`src/rtl/mode_counter.sv`:
```
// Up/down counter with prescaler, sync clear/load, wrap or saturate at the limits,
// terminal-count pulse, sticky overflow flag and compare pulse.

module mode_counter #(
    parameter int unsigned P_COUNT_W = 16,
    parameter int unsigned P_PRESC_W = 8,
    parameter int unsigned P_SAT     = 0
) (
    input  logic                 i_clk,
    input  logic                 i_rst_n,
    input  logic                 i_en,
    input  logic                 i_dir,
    input  logic                 i_clr,
    input  logic                 i_load,
    input  logic [P_COUNT_W-1:0] i_load_val,
    input  logic [P_PRESC_W-1:0] i_presc,
    input  logic [P_COUNT_W-1:0] i_cmp_val,
    input  logic                 i_ovf_clr,
    output logic [P_COUNT_W-1:0] o_count,
    output logic                 o_tc,
    output logic                 o_ovf,
    output logic                 o_cmp_hit
);

    localparam logic [P_COUNT_W-1:0] CountMax  = '1;
    localparam logic [P_COUNT_W-1:0] CountZero = '0;
    localparam logic [P_COUNT_W-1:0] CountOne  = {{(P_COUNT_W-1){1'b0}}, 1'b1};
    localparam logic [P_PRESC_W-1:0] PrescOne  = {{(P_PRESC_W-1){1'b0}}, 1'b1};

    logic [P_COUNT_W-1:0] count_q, count_d;
    logic [P_PRESC_W-1:0] presc_q, presc_d;
    logic                 tc_q, tc_d;
    logic                 ovf_q, ovf_d;
    logic                 hit_q, hit_d;
    logic                 tick;

    always_comb begin
        count_d = count_q;
        presc_d = presc_q;
        tc_d    = 1'b0;
        hit_d   = 1'b0;
        tick    = 1'b0;

        if (i_clr) begin
            count_d = CountZero;
            presc_d = '0;
        end else if (i_load) begin
            count_d = i_load_val;
            presc_d = '0;
        end else if (i_en) begin
            // ">=" lets a reduced divider take effect without a long wrap-around
            if (presc_q >= i_presc) begin
                tick    = 1'b1;
                presc_d = '0;
            end else begin
                presc_d = presc_q + PrescOne;
            end
        end

        if (tick) begin
            if (i_dir) begin
                if (count_q == CountMax) begin
                    tc_d    = 1'b1;
                    count_d = (P_SAT != 0) ? CountMax : CountZero;
                end else begin
                    count_d = count_q + CountOne;
                end
            end else begin
                if (count_q == CountZero) begin
                    tc_d    = 1'b1;
                    count_d = (P_SAT != 0) ? CountZero : CountMax;
                end else begin
                    count_d = count_q - CountOne;
                end
            end
            hit_d = (count_d == i_cmp_val);
        end

        // Setting the flag wins over a simultaneous clear request
        if (tc_d) begin
            ovf_d = 1'b1;
        end else if (i_ovf_clr) begin
            ovf_d = 1'b0;
        end else begin
            ovf_d = ovf_q;
        end
    end

    always_ff @(posedge i_clk or negedge i_rst_n) begin
        if (!i_rst_n) begin
            count_q <= CountZero;
            presc_q <= '0;
            tc_q    <= 1'b0;
            ovf_q   <= 1'b0;
            hit_q   <= 1'b0;
        end else begin
            count_q <= count_d;
            presc_q <= presc_d;
            tc_q    <= tc_d;
            ovf_q   <= ovf_d;
            hit_q   <= hit_d;
        end
    end

    assign o_count   = count_q;
    assign o_tc      = tc_q;
    assign o_ovf     = ovf_q;
    assign o_cmp_hit = hit_q;

endmodule

```
`config.mk`:
```
export PLATFORM = sky130hd
export DESIGN_NAME = mode_counter
export DESIGN_NICKNAME = d
export VERILOG_FILES = /design/src/rtl/mode_counter.sv
export SDC_FILE = /design/constraint.sdc
export NUM_CORES = 1
export LEC_CHECK = 0
export ABC_AREA = 1
export BUFFER_PORTS_ARGS = -buffer_cell sky130_fd_sc_hd__buf_2
export CAP_MARGIN = 30
export CELL_PAD_IN_SITES_DETAIL_PLACEMENT = 2
export CELL_PAD_IN_SITES_GLOBAL_PLACEMENT = 2
export CORE_AREA = 2 2 98 100
export CTS_CLUSTER_SIZE = 8
export DETAILED_ROUTE_END_ITERATION = 6
export DIE_AREA = 0 0 100 102
export GPL_TIMING_DRIVEN = 0
export PLACE_DENSITY_LB_ADDON = 0.1
export SLEW_MARGIN = 20
export SYNTH_ARGS = -nofsm -noshare
export SYNTH_HDL_FRONTEND = slang
export SYNTH_SLANG_ARGS = --single-unit
```
`constraint.sdc`:
```
create_clock -name i_clk -period 3.1 [get_ports i_clk]
set_input_delay 0.62 -clock i_clk [delete_from_list [all_inputs] [get_ports i_clk]]
set_output_delay 0.62 -clock i_clk [all_outputs]
set_load 0.02 [all_outputs]
```
# Word level (Yosys, flattened, before mapping)
# Index checks and enable logic that the tools add are counted.
[totals]
out_inout_bits = 19
regBits = 27
[classes]
n_addsub = 3
n_lt_le_gt_ge = 1
muxes = 22
eq_ne = 2
n_reduce_logical = 4
[op_table]
columns = ["op", "n"]
rows = [
  ["$mux W16", 7],
  ["$mux W8", 4],
  ["$add A16 B1 Y16 const B", 1],
  ["$eq A16 B16 Y1", 1],
  ["$eq A16 B16 Y1 const B", 1],
  ["$logic_not A16 Y1", 1],
  ["$sub A16 B1 Y16 const B", 1],
  ["$mux W1", 11],
  ["$add A8 B1 Y8 const B", 1],
  ["$ge A8 B8 Y1", 1],
  ["$reduce_bool A3 Y1", 2],
  ["$reduce_bool A2 Y1", 1],
]

# Longest topological paths before layout
[depth]
word_depth = 8
ltp_mapped = 16

# Least setup slack after synthesis
# OpenSTA, ideal clock, no wires.
[synth_path]
path_kind = "input to register"
startpoint = "input i_presc[7]"
endpoint = "register count_q[15], in the netlist o_count[15]"
n_path_buf = 1
path_stages = 8
arrival_time_ps = 2004
setup_slack_ps = 950
setup_ps = 146
path_cell_list = "inv_1 -> ha_1 -> a21oi_1 -> o21a_1 -> nand3_1 -> nand2_1 -> clkbuf_1 -> o221ai_1"
[synth_via]
elab_chain_len = 6
elab_cells_between_ends = 7
[synth_lines]
columns = ["element", "line_no", "rtl"]
rows = [
  ["start: declaration", "16", "input logic [P_PRESC_W-1:0] i_presc,"],
  ["$ge A8 B8 Y1 (*)", "52", "if (presc_q >= i_presc) begin"],
  ["$mux W1 (*)", "52", ""],
  ["$mux W1 (*)", "50", "end else if (i_en) begin"],
  ["$mux W1 (*)", "47", "end else if (i_load) begin"],
  ["$mux W1 (*)", "44", "if (i_clr) begin"],
  ["$reduce_bool A3 Y1 (no line) or $mux W16 (tied branches)", "--", ""],
  ["end signal: assignment", "91", "count_q <= CountZero;"],
  ["end signal: assignment", "97", "count_q <= count_d;"],
  ["end: declaration", "30", "logic [P_COUNT_W-1:0] count_q, count_d;"],
]
# Every way passes the cells marked *; elsewhere a longest branch is shown, timed or not.
# A chain may end at the register's enable or synchronous reset.

# Final worst setup path
[layout_path]
startpoint = "register presc_q[3]"
endpoint = "register count_q[15], in the netlist o_count[15]"
[layout_via]
elab_chain_len = 6
elab_cells_between_ends = 7
[layout_lines]
columns = ["element", "line_no", "rtl"]
rows = [
  ["start: declaration", "31", "logic [P_PRESC_W-1:0] presc_q, presc_d;"],
  ["start signal: assignment", "98", "presc_q <= presc_d;"],
  ["$ge A8 B8 Y1 (*)", "52", ""],
  ["$mux W1 (*)", "52", ""],
  ["$mux W1 (*)", "50", ""],
  ["$mux W1 (*)", "47", ""],
  ["$mux W1 (*)", "44", ""],
  ["$reduce_bool A3 Y1 (no line) or $mux W16 (tied branches)", "--", ""],
]
# Marks and branches as above.

==> run metrics <==
status=completed; Die Ht=roughly 100 um; site row count=35; asr flop ratio synth=1.00; clk_lat worst skew=approximately 310 ps; CTS Buf Count=3; HP Class=primary input to async pin; post-CTS sizing=0; HPWL Detailed=around 9.2 mm; post-synth top area cell=dfrtp_1; maximum clock rate=375 MHz; non-filler cells, final=a little over 600; initial antenna violation count=0; vias in the first global route=3,626; pre-CTS setup slack=-35.6 ps; Post-Syn Area=2790 um2; starting density of the core=0.306; multi-input logic area=approximately 1900 um2; Crit Reg-Reg Endpoint=o_count[15]$_DFFE_PN0P_; CTS root buf=clkbuf_8; Crit path required time=roughly 3300 ps; Layout Nets=roughly 570; CTS Hold Bufs=0; post-synth net total=500; DRT Pass-1 Iters=4; R2R depth=8; VDD IR max=~0.00014 V; global-route wire length before repair=around 19 mm; Vias/cell=5.45; routed len/inst=19.0 um; Post-synth EDFFs=0; Tmin final=2670 ps; core area=about 9100 um2; CP max stage delay=580 ps; final-layout fill cell count=1,203; Post-synth top flop=dfrtp_1; I/O pin cnt=66; Yosys reg bits=27; via count=around 3.4k; Lkg Pwr=roughly 1.6 nW; Syn. warnings=0; clock-pin slew on the worst setup and hold paths=~120 ps; Synth-to-Final Area Change=18.1%; clock buffer depth=2; CP max stage cell=clkbuf_1; Netlist cell types=28; remaining antenna violation count=0; layout cell share with drive strength beyond 1=0.205; setup slack, reg-to-reg=approximately 430 ps; power density of the placed cells=~310 nW/um2; CTS tree=done; crit path kind=register to register; Mapped Cells=around 440; Post-Place Cells=about 620; die width=around 100 um; most frequent cells after synthesis=nand2_1 (125), nand3_1 (67), inv_1 (48); Seq/Total Area, Yosys=0.243; Synth top area share=0.243; worst path cell trace=ha_1, a21oi_1, o21ai_0, nand2_1, nand3_1, nand2_2, clkbuf_1, o221ai_1; GRT Residual Overflow=0; Slew headroom=0.470; worst setup margin=approximately 430 ps; CP delay by family, top=simple AND/OR/NAND/NOR gates; RR Startpoint=presc_q[3]$_DFFE_PN0P_; startpoint types=register; Slew Viols, Final=0; drt initial violations=~110; Critical Path AT=between 2000 and 3000 ps; WP buf/inv=1; Die ar.=10,200 um2; final period utilization=0.861; critical path endpoint category=register; max_cap viols=0; PortBufs=63; total global-route track usage=0.242; top cells by area, synth=dfrtp_1 (24%), nand2_1 (17%), nand3_1 (12%), inv_1 (6.5%), ha_1 (5.4%); cell with the most instances after synthesis=nand2_1; register area=a little under 700 um2; DRC=0; final-report hold violation count=0; skew final=approximately 6.1 ps; # Post-CTS Setup Buffers=0; H-tree levels=1; Post-Route Setup TNS=0 ps; CP max FO=10; # diodes=0; Worst Tran Pin Value=795 ps; post-synthesis average cell area=about 6.3 um2; Detailed Route WL=approximately 12 mm; pin count of the biggest net entering global routing=28; RSZ-0062 raised after global routing=no; area of placed instances=roughly 3200 um2; finished layout cell area=around 3300 um2; clock sink total=27; Setup violations, final=0; Routability Congestion=around 0.87
worst reg2reg max path, cell delays in order, from the launching register on:
cell and delay (ps):
dfrtp_1 470, ha_1 320, a21oi_1 140, o21ai_0 100, nand2_1 70, nand3_1 230, nand2_2 360, clkbuf_1 590
o221ai_1 240
power breakdown:
group          internal [mW]  total (mW)  switching (mW)
registers              0.365       0.385          0.0206
logic                  0.122       0.376           0.254
clock network         0.0926       0.245           0.152
registers in the layout (all words and copies together), names as in the netlist:
signal,count
o_cmp_hit,1
o_count,16
o_ovf,1
presc_q,8
o_tc,1
layout make-up:
cell class	count	share of cell area
Tap cell	111	0.0422
Buffer	13	0.0194
Sequential cell	27	0.205
Timing Repair Buffer	63	0.0958
Clock inverter	1	0.00228
Clock buffer	3	0.0125
Inverter	51	0.0582
Multi-Input combinational cell	350	0.564
layout by cell type (no fill, tap or decap), drive strengths merged, types with 10 or more instances in the layout:
cell and n:
a21oi 10, buf 73, dfrtp 27, ha 12
inv 51, nand2 133, nand3 69, nand3b 13
nor2 51, o21ai 20, o221ai 12
metrics by stage:
step | hold slack, ps | utilization | power, mW
floorplan | 324 | - | 0.626
global placement | 502 | 0.356 | 0.751
detailed placement | 514 | 0.356 | 0.766
CTS | 396 | 0.361 | 1.01
global route | 409 | 0.361 | 1.07
finish | 369 | 0.361 | 1.01
routing by layer:
| layer | global-route usage | wire length, um | up-vias |
|---|---|---|---|
| met1 | 0.321 | 5410 | 1682 |
| met4 | 0.0611 | 218 | 0 |
| met3 | 0.0157 | 442 | 13 |
| li1 | - | - | 1605 |
| met5 | 0 | 0 | - |
| met2 | 0.431 | 5710 | 76 |
cells by family (layout without fill, tap and decap cells):
logic type,Yosys count,after routing,share of synthesized area
xor gates and xnor gates,7,7,0.0220
AOI/OAI and AO/OA,52,52,0.121
DFF,27,27,0.243
and+or+nand+nor,279,279,0.469
buffers and inverters,64,131,0.0916
adders and majority gates,12,12,0.0539
worst max-delay path by stage:
stage | startpoint | endpoint | slack [ps] | depth (start not counted)
floorplan | i_presc[7] | o_count[15]$_DFFE_PN0P_ | 950 | 8
global placement | i_presc[7] | o_count[14]$_DFFE_PN0P_ | 40 | 11
detailed placement | i_presc[7] | o_count[0]$_DFFE_PN0P_ | -40 | 11
CTS | presc_q[3]$_DFFE_PN0P_ | o_count[5]$_DFFE_PN0P_ | 230 | 9
global route | presc_q[3]$_DFFE_PN0P_ | o_count[5]$_DFFE_PN0P_ | 220 | 9
finish | presc_q[3]$_DFFE_PN0P_ | o_count[15]$_DFFE_PN0P_ | 430 | 8
(Power assumes the default switching activity.)
